<file path="src/rtl/run_sequencer_if.sv">
`default_nettype none
// ============================================================================
//  Module      : run_sequencer_if
//  Description : Run-control bundle between the testbench / decoder and the
//                run sequencer: Start/Halt in, PC control and run status out.
//  Revision    : 1.0 - initial release
// ============================================================================
interface run_sequencer_if #(
    parameter int IDX_W = 2,
    parameter int CNT_W = 16
) ();

    logic             Start;
    logic             Halt;
    logic             CountEn;
    logic             PcLoad;
    logic [IDX_W-1:0] ProgIdx;
    logic             Done;
    logic             Timeout;
    logic [CNT_W-1:0] CycleCount;

    // Sequencer side: consumes Start/Halt, drives PC control and status.
    modport master (
        input  Start,
        input  Halt,
        output CountEn,
        output PcLoad,
        output ProgIdx,
        output Done,
        output Timeout,
        output CycleCount
    );

    // Environment side: testbench/decoder drive Start/Halt, observe status.
    modport slave (
        output Start,
        output Halt,
        input  CountEn,
        input  PcLoad,
        input  ProgIdx,
        input  Done,
        input  Timeout,
        input  CycleCount
    );

endinterface
`default_nettype wire

</file>
<file path="src/rtl/run_sequencer.sv">
`default_nettype none
// ============================================================================
//  Module      : run_sequencer
//  Description : Run controller for the 3BC processor. Arms a program on a
//                Start rise (PC held at the entry address), runs it once Start
//                falls, and stops on Halt or on the watchdog limit, reporting
//                Done, Timeout and the number of RUN cycles.
//  Revision    : 1.0 - initial release
// ============================================================================
module run_sequencer #(
    parameter int PROG_COUNT = 3,
    parameter int IDX_W      = 2,
    parameter int CNT_W      = 16,
    parameter int MAX_CYCLES = 50000
) (
    input  logic            Clk,
    input  logic            Reset_n,
    run_sequencer_if.master bus
);

    typedef enum logic [1:0] {
        ST_IDLE  = 2'd0,
        ST_ARMED = 2'd1,
        ST_RUN   = 2'd2,
        ST_DONE  = 2'd3
    } state_t;

    // Last valid program index; the index wraps to 0 after it.
    localparam logic [IDX_W-1:0] c_last_idx  = IDX_W'(PROG_COUNT - 1);
    // Count value seen during the final permitted RUN cycle.
    localparam logic [CNT_W-1:0] c_wdog_last = CNT_W'(MAX_CYCLES - 1);

    state_t           r_state;
    state_t           w_state_nxt;
    logic [IDX_W-1:0] r_prog_idx;
    logic [IDX_W-1:0] w_prog_idx_nxt;
    logic             r_timeout;
    logic             w_timeout_nxt;
    logic [CNT_W-1:0] r_cycle_cnt;
    logic [CNT_W-1:0] w_cycle_cnt_nxt;

    // State and run-status registers; reset returns to IDLE with program 0.
    always_ff @(posedge Clk or negedge Reset_n) begin
        if (!Reset_n) begin
            r_state     <= ST_IDLE;
            r_prog_idx  <= '0;
            r_timeout   <= 1'b0;
            r_cycle_cnt <= '0;
        end else begin
            r_state     <= w_state_nxt;
            r_prog_idx  <= w_prog_idx_nxt;
            r_timeout   <= w_timeout_nxt;
            r_cycle_cnt <= w_cycle_cnt_nxt;
        end
    end

    // Next-state and status update; Start beats Halt, Halt beats the watchdog.
    always_comb begin
        w_state_nxt     = r_state;
        w_prog_idx_nxt  = r_prog_idx;
        w_timeout_nxt   = r_timeout;
        w_cycle_cnt_nxt = r_cycle_cnt;

        case (r_state)
            ST_IDLE: begin
                // A Start already high when reset releases is taken as a rise.
                if (bus.Start) begin
                    w_state_nxt     = ST_ARMED;
                    w_cycle_cnt_nxt = '0;
                    w_timeout_nxt   = 1'b0;
                end
            end

            ST_ARMED: begin
                // Start held high keeps the PC parked on the entry address.
                if (!bus.Start) begin
                    w_state_nxt = ST_RUN;
                end
            end

            ST_RUN: begin
                if (bus.Start) begin
                    // Abort and re-arm the same program.
                    w_state_nxt     = ST_ARMED;
                    w_cycle_cnt_nxt = '0;
                    w_timeout_nxt   = 1'b0;
                end else begin
                    // Every RUN cycle is counted, including the stopping one.
                    w_cycle_cnt_nxt = r_cycle_cnt + CNT_W'(1);
                    if (bus.Halt) begin
                        w_state_nxt = ST_DONE;
                    end else if (r_cycle_cnt == c_wdog_last) begin
                        w_state_nxt   = ST_DONE;
                        w_timeout_nxt = 1'b1;
                    end
                end
            end

            ST_DONE: begin
                // Halt is ignored here; only a new Start moves on.
                if (bus.Start) begin
                    w_state_nxt     = ST_ARMED;
                    w_cycle_cnt_nxt = '0;
                    w_timeout_nxt   = 1'b0;
                    w_prog_idx_nxt  = (r_prog_idx == c_last_idx) ? '0
                                                                 : r_prog_idx + IDX_W'(1);
                end
            end

            default: begin
                w_state_nxt = ST_IDLE;
            end
        endcase
    end

    // Moore outputs decoded straight from the state and status registers.
    assign bus.CountEn    = (r_state == ST_RUN);
    assign bus.PcLoad     = (r_state == ST_ARMED);
    assign bus.Done       = (r_state == ST_DONE);
    assign bus.ProgIdx    = r_prog_idx;
    assign bus.Timeout    = r_timeout;
    assign bus.CycleCount = r_cycle_cnt;

endmodule
`default_nettype wire

</file>
<file path="src/flat_wrapper.sv">
// flat-port wrapper written by rule: the top's interface ports become plain ports
module run_sequencer_flat 
#(
    parameter int PROG_COUNT = 3,
    parameter int IDX_W      = 2,
    parameter int CNT_W      = 16,
    parameter int MAX_CYCLES = 50000
)
  (Clk, Reset_n, bus_Start, bus_Halt, bus_CountEn, bus_PcLoad, bus_ProgIdx, bus_Done, bus_Timeout, bus_CycleCount);
  run_sequencer_if #(.IDX_W(IDX_W), .CNT_W(CNT_W)) bus_i ();
  input  logic Clk;
  input  logic Reset_n;
  input wire logic [$bits(bus_i.Start)-1:0] bus_Start;
  input wire logic [$bits(bus_i.Halt)-1:0] bus_Halt;
  output wire logic [$bits(bus_i.CountEn)-1:0] bus_CountEn;
  output wire logic [$bits(bus_i.PcLoad)-1:0] bus_PcLoad;
  output wire logic [$bits(bus_i.ProgIdx)-1:0] bus_ProgIdx;
  output wire logic [$bits(bus_i.Done)-1:0] bus_Done;
  output wire logic [$bits(bus_i.Timeout)-1:0] bus_Timeout;
  output wire logic [$bits(bus_i.CycleCount)-1:0] bus_CycleCount;
  assign bus_i.Start = bus_Start;
  assign bus_i.Halt = bus_Halt;
  assign bus_CountEn = bus_i.CountEn;
  assign bus_PcLoad = bus_i.PcLoad;
  assign bus_ProgIdx = bus_i.ProgIdx;
  assign bus_Done = bus_i.Done;
  assign bus_Timeout = bus_i.Timeout;
  assign bus_CycleCount = bus_i.CycleCount;
  run_sequencer #(.PROG_COUNT(PROG_COUNT), .IDX_W(IDX_W), .CNT_W(CNT_W), .MAX_CYCLES(MAX_CYCLES)) u_core (.Clk(Clk), .Reset_n(Reset_n), .bus(bus_i));
endmodule
</file>
<file path="config.mk">
export PLATFORM = sky130hd
export DESIGN_NAME = run_sequencer_flat
export DESIGN_NICKNAME = d
export VERILOG_FILES = /design/src/rtl/run_sequencer_if.sv /design/src/rtl/run_sequencer.sv /design/src/flat_wrapper.sv
export SDC_FILE = /design/constraint.sdc
export NUM_CORES = 1
export LEC_CHECK = 0
export CORE_MARGIN = 4
export CORE_UTILIZATION = 53
export CTS_CLUSTER_DIAMETER = 150
export CTS_CLUSTER_SIZE = 28
export DETAILED_ROUTE_END_ITERATION = 10
export MAX_ROUTING_LAYER = met4
export PLACE_DENSITY = 0.83
export RECOVER_POWER = 50
export SLEW_MARGIN = 20
export SYNTH_ARGS = -nofsm -noshare
export SYNTH_HDL_FRONTEND = slang
export SYNTH_SLANG_ARGS = --single-unit
export TNS_END_PERCENT = 20
</file>
<file path="constraint.sdc">
create_clock -name Clk -period 4.4 [get_ports Clk]
set_input_delay 0.88 -clock Clk [delete_from_list [all_inputs] [get_ports Clk]]
set_output_delay 0.88 -clock Clk [all_outputs]
set_load 0.1 [all_outputs]
</file>
==> results of run 1 <==
-- power by group through the flow --
stage | combinational [mW] | sequential (mW) | clock (mW)
4_1_cts | 0.490 | 0.245 | 0.0996
3_5_place_dp | 0.489 | 0.249 | 0
5_1_grt | 0.518 | 0.250 | 0.105
6_report | 0.491 | 0.245 | 0.0963
3_3_place_gp | 0.474 | 0.244 | 0
2_1_floorplan | 0.288 | 0.357 | 0
-- metal layers --
layer,wire length (um),part of all wire,vias to the layer above
li1,-,-,492
met1,1198,0.45,482
met2,1254,0.47,38
met3,159,0.060,5
met4,47,0.018,0
met5,0,0,-
-- cell type report --
type	instances	area share
clock buffers	4	0.01801
repair buffers	25	0.1715
well taps	27	0.02316
inverters	6	0.01544
multi-input cells	92	0.4117
flip-flops and latches	21	0.3602
-- synthesized netlist by cell type, types with 2 or more instances --
| cell type | n |
|---|---|
| nor2b_1 | 2 |
| nand4_1 | 4 |
| inv_1 | 6 |
| buf_2 | 2 |
| a21oi_1 | 7 |
| nand2b_1 | 3 |
| xnor2_1 | 8 |
| nand3b_1 | 2 |
| nor3_1 | 3 |
| or4_1 | 2 |
| o21ai_0 | 9 |
| or3_1 | 3 |
| nor4_1 | 4 |
| o31ai_1 | 2 |
| ha_1 | 4 |
| mux2i_1 | 2 |
| nand2_1 | 8 |
| dfrtp_1 | 21 |
| or3_4 | 2 |
| nor2_1 | 11 |
| a22oi_1 | 3 |
| nand3_1 | 4 |
-- cells in the final DEF (no fill, tap or decap), types with 2 or more instances in the layout --
cell	n
clkdlybuf4s50_1	23
dfrtp_1	21
nor2_1	11
o21ai_0	9
nand2_1	8
xnor2_1	8
a21oi_1	7
inv_1	6
nand4_1	4
nand3_1	4
nor4_1	4
ha_1	4
nand2b_1	3
nor3_1	3
or3_1	3
a22oi_1	3
clkbuf_4	3
nor2b_1	2
or4_1	2
nand3b_1	2
o31ai_1	2
mux2i_1	2
or3_4	2
dlygate4sd3_1	2
-- flip-flops by register name, summed over array words and instances (netlist names) --
signal	cells
u_core.bus.Timeout	1
u_core.r_state	2
u_core.bus.CycleCount	16
u_core.bus.ProgIdx	2
-- logic make-up (layout without fill, tap and decap cells) --
group / after synthesis / count (layout)
simple gates: 53 / 53
compound gates: 24 / 24
flops: 21 / 21
buf+inv: 10 / 35
xor+xnor: 8 / 8
fa+ha+maj: 4 / 4
mux: 3 / 3
-- final timing paths --
| kind | depth (start not counted) | end | start |
|---|---|---|---|
| max reg2reg | 5 | u_core.bus.CycleCount[15] | u_core.r_state[1] |
| min in group asynchronous | 1 | u_core.bus.ProgIdx[1] | Reset_n |
| min | 1 | u_core.bus.ProgIdx[0] | u_core.bus.ProgIdx[0] |
| max in group asynchronous | 1 | u_core.bus.CycleCount[0] | Reset_n |
| min reg2reg | 1 | u_core.bus.ProgIdx[0] | u_core.bus.ProgIdx[0] |
| max | 3 | bus_CountEn | u_core.r_state[0] |
-- worst reg2reg max path, stage by stage, from the launching register on --
cell     delay (ns)
dfrtp_1        0.44
ha_1           0.48
mux2i_1        0.32
or3_4          0.50
or4_1          0.40
a21oi_1        0.15
==> summary.md, run 1 <==
| Metric | Value |
|---|---|
| Status | `finished, final reports clean` |
| Mapped Nets | `approximately 130` |
| Worst path cell trace | `inv_1, ha_1, clkdlybuf4s50_1` |
| Worst skew pair latency | `0.31 ns` |
| Post-synth EDFFs | `0` |
| Hold WS | `around 0.55 ns` |
| Met1 Resource Use GR | `0.2872` |
| Detailed-route DRC error count | `0` |
| Total of max-cap violations | `0` |
| Synth cell types | `33` |
| Antenna violations before repair | `0` |
| FF+latch area | `between 500 and 600 um^2` |
| Die W | `approximately 55 um` |
| Crit-path slowest cell | `clkdlybuf4s50_1` |
| Core Footprint | `2022 um^2` |
| WS Path Type | `reg2out` |
| IO buf count | `25` |
| Fin. max-slew vios | `0` |
| Internal power | `~380 uW` |
| Predominant post-synthesis flop cell | `dfrtp_1` |
| Net Sw Frac | `0.5414` |
| Clock Sinks | `21` |
| Post-layout nets | `roughly 160` |
| Crit path launch type | `flop` |
| Fin. Hold Viols | `0` |
| Fmax | `between 0.3 and 0.4 GHz` |
| Fill cell count | `165` |
| Worst Tran Pin Value | `0.9929 ns` |
| Largest family of logic cells by synthesized area | `simple AND/OR/NAND/NOR gates` |
| DP Worst Slack | `roughly 1.4 ns` |
| Die height | `roughly 55 um` |
| Biggest area consumer among synthesized cells | `dfrtp_1` |
| CTS H-tree lvls | `1` |
| Clock buffer depth | `2` |
| Antenna Nets Post-Route | `0` |
| Yosys top cell area share | `0.4492` |
| Total Neg Setup Slack | `0 ns` |
| Vias per Instance | `roughly 5.8` |
| Post-synthesis simple-gate area fraction | `0.2620` |
| Mapped Avg Cell Area | `9.511 um^2` |
| Unrepaired setup endpoints after global routing | `no` |
| Share of layout cells above drive strength 1 | `0.05405` |
| Post-DP HPWL | `approximately 2000 um` |
| Setup-failing EPs final | `0` |
| CTS tree | `done` |
| Cts hold-fix bufs | `0` |
| Post-Synthesis Cells | `123` |
| # resized after CTS | `0` |
| Clock Pin Slew Worst Setup and Hold Paths | `0.11 ns` |
| Register area share after synthesis | `0.4492` |
| Total power | `831.6 uW` |
| VDD IR max | `around 0.64 mV` |
| Avg WL per Cell | `15.19 um` |
| Gpl congestion | `0.7759` |
| Most used routing layer | `met2` |
| Post-Layout Cell Count | `175` |
| P_leak | `around 0.57 nW` |
| Tot GR Track Use | `0.2186` |
| Reg power frac | `0.294` |
| Ys Warns | `0` |
| Diodes inserted | `0` |
| CP peak stage delay | `about 1.2 ns` |
| Synthesized flop and latch total | `21` |
| Die area | `slightly above 3000 um^2` |
| Clock skew | `0.002426 ns` |
| Final wirelength | `~2700 um` |
| Ranking of synthesized cells by area | `dfrtp_1, xnor2_1, ha_1, o21ai_0, nor2_1` |
| Clock Power Share | `0.116` |
| Area occupied by multi-input gates | `between 600 and 700 um^2` |
| Net Sw Power | `between 400 and 500 uW` |
| PwrDens | `between 500 and 600 nW/um^2` |
| Vias in the first global route | `approximately 970` |
| FP Rows | `16` |
| Final Util | `0.7215` |
| CP max FO | `6` |
| Met3 Track Usage GR | `0.03217` |
| Largest delay share family, worst path | `buffers and inverters` |
| Design area | `1459 um^2` |
| Pin count of the biggest net entering global routing | `22` |
| CP Data Required Time | `~3.5 ns` |
| Final min period | `roughly 3.1 ns` |
| Combinational share of power | `0.590` |
| Worst min path class | `reg2reg` |
| Remaining global-route overflow | `0` |
| Synth Area in Compound Gates | `0.1187` |
| Layout area overhead | `24.71%` |
| CP arrival | `between 2 and 2.5 ns` |
| DR vias | `1017` |
| CTS Buf Count | `3` |
| Placed insts | `approximately 170` |
| Period utilization | `0.7096` |
| Share of async-settable or async-resettable flops after synthesis | `1.000` |
| Iteration-0 DRC Markers | `28` |
| Worst setup EP type | `output port` |
| XOR/XNOR share of the synthesized area | `0.05989` |
| Reg-to-reg setup timing slack | `2.05 ns` |
| First-pass GRT wire length | `4519 um` |
| Synth Area in Adders | `0.04278` |
| Slew margin rel. | `0.3360` |
| CP bufs+invs | `2` |
| I/O Pins | `26` |
| Cell Area, Synth | `between 1000 and 1500 um^2` |
| Root Driver | `clkbuf_4` |
| Final setup margin | `about 1.3 ns` |
| Total setup buffers inserted after CTS | `0` |
| Starting utilization of the core area | `0.5786` |
| Post-synthesis mux area share | `0.02995` |
| DP Area | `approximately 1400 um^2` |
| Met2 usage | `0.3287` |
| Drt pass-1 iters | `4` |
(Power assumes the default switching activity.)
==> inputs of run 2 (changes only) <==
--- a/config.mk
+++ b/config.mk
@@ -6,12 +6,12 @@
 export NUM_CORES = 1
 export LEC_CHECK = 0
 export CORE_MARGIN = 4
-export CORE_UTILIZATION = 53
+export CORE_UTILIZATION = 49
 export CTS_CLUSTER_DIAMETER = 150
 export CTS_CLUSTER_SIZE = 28
 export DETAILED_ROUTE_END_ITERATION = 10
 export MAX_ROUTING_LAYER = met4
-export PLACE_DENSITY = 0.83
+export PLACE_DENSITY = 0.78
 export RECOVER_POWER = 50
 export SLEW_MARGIN = 20
 export SYNTH_ARGS = -nofsm -noshare
==> constraint.sdc (replaced) <==
create_clock -name Clk -period 3 [get_ports Clk]
set_input_delay 0.6 -clock Clk [delete_from_list [all_inputs] [get_ports Clk]]
set_output_delay 0.6 -clock Clk [all_outputs]
set_load 0.1 [all_outputs]
==> summary.md, run 2 (synthesis results as in run 1) <==
| Metric | Value |
|---|---|
| Post-DP HPWL | `1931 um (-1.7%)` |
| Total Neg Setup Slack | `0 ns (unchanged)` |
| Remaining global-route overflow | `0 (unchanged)` |
| Vias in the first global route | `939 (-3.0%)` |
| Period utilization | `0.7700` |
| CP Data Required Time | `3.23 ns (-0.29 ns)` |
| Status | `finished, final reports clean` |
| Avg WL per Cell | `14.44 um (-5.0%)` |
| Clock Sinks | `21 (unchanged)` |
| Layout area overhead | `18.82%` |
| Design area | `1390 um^2 (-4.7%)` |
| VDD IR max | `0.7539 mV (+19%)` |
| Slew margin rel. | `0.2214 (-0.1146)` |
| Gpl congestion | `0.8424 (+8.6%)` |
| Detailed-route DRC error count | `0 (unchanged)` |
| Commonest cells after routing, fill and taps aside | `dfrtp_1, buf_4, nor2_1, o21ai_0` |
| Worst Tran Pin Value | `1.173 ns (+0.1800 ns)` |
| Share of layout cells above drive strength 1 | `0.1678 (+0.1137)` |
| Tot GR Track Use | `0.1694 (-0.04924)` |
| Worst setup EP type | `flop` |
| IO buf count | `25 (unchanged)` |
| CTS tree | `done` |
| Hold Startpoint | `u_core.bus.ProgIdx[1]` |
| Fin. Hold Viols | `0 (unchanged)` |
| Die area | `3233 um^2 (+7.0%)` |
| Total setup buffers inserted after CTS | `0 (unchanged)` |
| Antenna Nets Post-Route | `0 (unchanged)` |
| FF-to-FF Start | `u_core.r_state[0]` |
| FP Rows | `17 (+1)` |
| Pin count of the biggest net entering global routing | `22 (unchanged)` |
| Clock skew | `0.003074 ns (+0.0006471 ns)` |
| Fin. max-slew vios | `0 (unchanged)` |
| Stages on worst setup path | `6 (+3)` |
| Setup-failing EPs final | `0 (unchanged)` |
| Commonest non-fill, non-tap cell in the layout | `dfrtp_1` |
| Post-layout nets | `158 (+0.64%)` |
| First-pass GRT wire length | `4298 um (-4.9%)` |
| CP bufs+invs | `2 (unchanged)` |
| Worst skew pair latency | `0.30 ns (about the same)` |
| CTS Buf Count | `3 (unchanged)` |
| Final wirelength | `2555 um (-3.9%)` |
| Cts hold-fix bufs | `0 (unchanged)` |
| CTS H-tree lvls | `1 (unchanged)` |
| Final Util | `0.6224 (-0.09913)` |
| CP arrival | `2.54 ns (+0.30 ns)` |
| Drt pass-1 iters | `4 (unchanged)` |
| Fmax | `0.4329 GHz` |
| Worst path cell trace | `dlygate4sd3_1, mux2i_1, buf_4, or3_4, or3_1, a21oi_1` |
| Vias per Instance | `5.751 (-1.0%)` |
| Antenna violations before repair | `0 (unchanged)` |
| Largest delay share family, worst path | `buffers and inverters` |
| Max reg flops | `16 (unchanged)` |
| DR vias | `1018 (+0.098%)` |
| Hold path depth | `2 (+1)` |
| CP peak stage delay | `0.70 ns (-0.47 ns)` |
| Worst R2R End | `u_core.bus.CycleCount[14]` |
| Iteration-0 DRC Markers | `15 (-46%)` |
| Core Footprint | `2233 um^2 (+10%)` |
| Final min period | `approximately 2.3 ns` |
| Root Driver | `clkbuf_4` |
| Worst min path class | `reg2reg` |
| Reg-to-reg setup timing slack | `0.81 ns (-1.24 ns)` |
| Diodes inserted | `0 (unchanged)` |
| Hold worst-path end | `u_core.bus.ProgIdx[1]` |
| Clock Pin Slew Worst Setup and Hold Paths | `0.12 ns (about the same)` |
| DP Area | `1386 um^2 (-3.2%)` |
| Crit-path slowest cell | `dlygate4sd3_1` |
| Die W | `56.86 um (+3.4%)` |
| Clock buffer depth | `2 (unchanged)` |
| Unrepaired setup endpoints after global routing | `no` |
| Register-to-Register Path Depth | `7 (+2)` |
| # resized after CTS | `0 (unchanged)` |
| Die height | `56.86 um (+3.4%)` |
| Crit path launch type | `input pin` |
| I/O Pins | `26 (unchanged)` |
| CP max FO | `10 (+4)` |
| Starting utilization of the core area | `0.5238 (-0.05478)` |
| WS Path Type | `in2reg` |
| P_leak | `0.5900 nW (+3.8%)` |
| PwrDens | `848.3 nW/um^2 (+49%)` |
| Total of max-cap violations | `0 (unchanged)` |
run 2: routing by layer:
| metal | wire (um) | vias to the layer above | global-route usage |
|---|---|---|---|
| li1 | - | 495 | - |
| met5 | 0 | - | - |
| met4 | 17 | 0 | 0.03974 |
| met2 | 1272 | 21 | 0.2772 |
| met1 | 1152 | 500 | 0.2219 |
| met3 | 113 | 2 | 0.02529 |
run 2: worst register-to-register path, stage by stage (launching register included):
cell	delay, ns
dfrtp_1	0.39
inv_1	0.07
ha_1	0.40
mux2i_1	0.18
buf_4	0.19
or3_4	0.38
or3_1	0.35
a21oi_1	0.16
run 2: area by class of cell:
cell class                 count  area (um^2)
fill                         205        843.3
clock buffer                   4        26.28
multi-input combinational     92        600.6
sequential                    21        525.5
timing repair buffer          26        180.2
tap                           28        35.03
inverter                       6        22.52
run 2: report_power, final:
group / internal [mW] / switching [mW] / total (mW)
sequential: 0.321 / 0.0362 / 0.357
clock: 0.0518 / 0.0836 / 0.135
combinational: 0.164 / 0.522 / 0.687
run 2: how the worst max path moves through the flow:
| stage | start | to | slack (ns) |
|---|---|---|---|
| detailed placement | bus_Start | u_core.bus.CycleCount[14] | 0.44 |
| floorplan | u_core.r_state[0] | u_core.bus.CycleCount[14] | 0.38 |
| global route | bus_Start | u_core.bus.CycleCount[12] | 0.59 |
| CTS | bus_Start | u_core.bus.CycleCount[14] | 0.75 |
| finish | bus_Start | u_core.bus.CycleCount[14] | 0.69 |
| global placement | bus_Start | u_core.bus.CycleCount[14] | 0.51 |
run 2: per-stage QoR:
step / cells / setup slack (ns) / total power [mW] / hold WS [ns]
floorplan: 123 / 0.3762 / 0.9457 / 0.3044
global placement: 173 / 0.5148 / 1.053 / 0.5044
detailed placement: 173 / 0.4405 / 1.074 / 0.5468
CTS: 177 / 0.7529 / 1.207 / 0.5749
global route: 177 / 0.5939 / 1.249 / 0.6050
finish: 177 / 0.6901 / 1.179 / 0.5558
==> inputs of run 3 (changes only) <==
==> constraint.sdc (replaced) <==
create_clock -name Clk -period 2.2 [get_ports Clk]
set_input_delay 0.44 -clock Clk [delete_from_list [all_inputs] [get_ports Clk]]
set_output_delay 0.44 -clock Clk [all_outputs]
set_load 0.1 [all_outputs]
==> summary.md, run 3 (synthesis results as in run 1) <==
| Metric | Value |
|---|---|
| Antenna Nets Post-Route | `0 (unchanged)` |
| I/O Pins | `26 (unchanged)` |
| Remaining global-route overflow | `0 (unchanged)` |
| Commonest cells after routing, fill and taps aside | `buf_4, dfrtp_1, nor2_1, o21ai_0` |
| Unrepaired setup endpoints after global routing | `no` |
| Max reg flops | `16 (unchanged)` |
| Clock Power Share | `0.108 (-0.007)` |
| Clock skew | `0.009921 ns (+0.006847 ns)` |
| Iteration-0 DRC Markers | `21 (+6)` |
| Avg WL per Cell | `14.57 um (+0.90%)` |
| Clock Sinks | `21 (unchanged)` |
| CP Data Required Time | `2.45 ns (-0.78 ns)` |
| Fin. max-slew vios | `0 (unchanged)` |
| Combinational share of power | `0.616 (+0.034)` |
| Net Sw Frac | `0.5167 (-0.02787)` |
| Final min period | `a little under 2 ns` |
| Antenna violations before repair | `0 (unchanged)` |
| Post-layout nets | `165 (+4.4%)` |
| Worst min path class | `reg2reg` |
| # resized after CTS | `0 (unchanged)` |
| VDD IR max | `1.407 mV (+87%)` |
| Vias per Instance | `5.712 (-0.69%)` |
| Net Sw Power | `920.2 uW (+43%)` |
| Root Driver | `clkbuf_4` |
| Setup-failing EPs final | `0 (unchanged)` |
| Starting utilization of the core area | `0.5238 (unchanged)` |
| Clock buffer depth | `2 (unchanged)` |
| Die area | `3233 um^2 (unchanged)` |
| Layout area overhead | `28.45%` |
| Slew margin rel. | `0.2446 (+0.02326)` |
| Worst skew pair latency | `0.31 ns (about the same)` |
| Drt pass-1 iters | `4 (unchanged)` |
| Final Util | `0.6728 (+0.05042)` |
| Worst Tran Pin Value | `1.133 ns (-0.03991 ns)` |
| Crit path launch type | `flop` |
| WS Path Type | `reg2reg` |
| Final wirelength | `2680 um (+4.9%)` |
| First-pass GRT wire length | `4912 um (+14%)` |
| DR vias | `1051 (+3.2%)` |
| FP Rows | `17 (unchanged)` |
| Fin. Hold Viols | `0 (unchanged)` |
| Internal power | `860.7 uW (+60%)` |
| CP arrival | `2.23 ns (-0.31 ns)` |
| Register-to-Register Path Depth | `6 (-1)` |
| FF-to-FF Start | `u_core.r_state[0]` |
| Post-Layout Cell Count | `184 (+4.0%)` |
| Fmax | `roughly 0.50 GHz` |
| CTS tree | `done` |
| Gpl congestion | `0.8108 (-3.8%)` |
| IO buf count | `25 (unchanged)` |
| Post-DP HPWL | `2039 um (+5.6%)` |
| Tot GR Track Use | `0.1972 (+0.02780)` |
| Share of layout cells above drive strength 1 | `0.2885 (+0.1207)` |
| Cts hold-fix bufs | `0 (unchanged)` |
| Total of max-cap violations | `0 (unchanged)` |
| Reg-to-reg setup timing slack | `0.22 ns (-0.59 ns)` |
| Core Footprint | `2233 um^2 (unchanged)` |
| Die W | `56.86 um (unchanged)` |
| Hold Startpoint | `u_core.bus.ProgIdx[0]` |
| Worst R2R End | `u_core.bus.CycleCount[15]` |
| Total setup buffers inserted after CTS | `0 (unchanged)` |
| Pin count of the biggest net entering global routing | `22 (unchanged)` |
| Clock Pin Slew Worst Setup and Hold Paths | `0.12 ns (about the same)` |
| CP max FO | `9 (-1)` |
| Status | `finished, final reports clean` |
| PwrDens | `1185 nW/um^2 (+40%)` |
| Commonest non-fill, non-tap cell in the layout | `buf_4` |
| Reg power frac | `0.277 (-0.026)` |
| Die height | `56.86 um (unchanged)` |
| CTS Buf Count | `3 (unchanged)` |
| Hold path depth | `1 (-1)` |
| P_leak | `0.6342 nW (+7.5%)` |
| Diodes inserted | `0 (unchanged)` |
| Vias in the first global route | `1068 (+14%)` |
| Placed insts | `180 (+4.0%)` |
| Period utilization | `0.9019` |
| Hold worst-path end | `u_core.bus.ProgIdx[0]` |
| CTS H-tree lvls | `1 (unchanged)` |
| Worst setup EP type | `flop` |
| Detailed-route DRC error count | `0 (unchanged)` |
==> run 3: changes by cell type in the layout (fill, tap and decap cells not counted), sizes merged <==
cell	delta
clkbuf	+2
buf	+5
==> run 3: through the flow <==
stage                TNS, ns  total power, mW  area, um^2  setup slack [ns]  hold slack (ns)
global placement           0            1.597        1499            0.1428           0.5035
finish                     0            1.781        1503            0.2159           0.5564
global route               0            1.894        1503           0.07165           0.5950
floorplan           -0.06891            1.316        1192          -0.06891           0.1444
detailed placement         0            1.628        1499            0.1052           0.5372
CTS                        0            1.820        1525            0.2004           0.4680
==> run 3: cell type report <==
class | instances | area, um^2
well taps | 28 | 35.03
repair buffers | 33 | 270.3
fillers | 191 | 730.7
multi-input cells | 92 | 613.1
flip-flops and latches | 21 | 535.5
inverters | 6 | 22.52
clock buffers | 4 | 26.28
==> run 3: critical path: stages, from the launching register on <==
cell,delay (ns)
dfrtp_1,0.42
inv_1,0.13
ha_4,0.25
mux2i_1,0.15
or3_4,0.41
or4_1,0.41
a21oi_1,0.15
==> run 3: power by group through the flow <==
stage | combinational (mW) | clock [mW] | sequential, mW
2_1_floorplan | 0.598 | 0 | 0.719
3_3_place_gp | 1.10 | 0 | 0.496
3_5_place_dp | 1.12 | 0 | 0.503
4_1_cts | 1.13 | 0.199 | 0.494
5_1_grt | 1.17 | 0.226 | 0.502
6_report | 1.10 | 0.192 | 0.493
==> run 3: worst max-delay path by stage <==
stage                                 to                 startpoint
2_1_floorplan          u_core.r_state[1]  u_core.bus.CycleCount[11]
3_3_place_gp   u_core.bus.CycleCount[15]                  bus_Start
3_5_place_dp   u_core.bus.CycleCount[15]                  bus_Start
4_1_cts        u_core.bus.CycleCount[15]          u_core.r_state[0]
5_1_grt        u_core.bus.CycleCount[15]          u_core.r_state[0]
6_report       u_core.bus.CycleCount[15]          u_core.r_state[0]
==> run 3: per-layer routing <==
layer,vias up,part of all wire,GRT usage
met3,5,0.049,0.04368
li1,509,-,-
met4,0,0.015,0.06954
met2,27,0.48,0.3168
met5,-,0,-
met1,510,0.45,0.2439
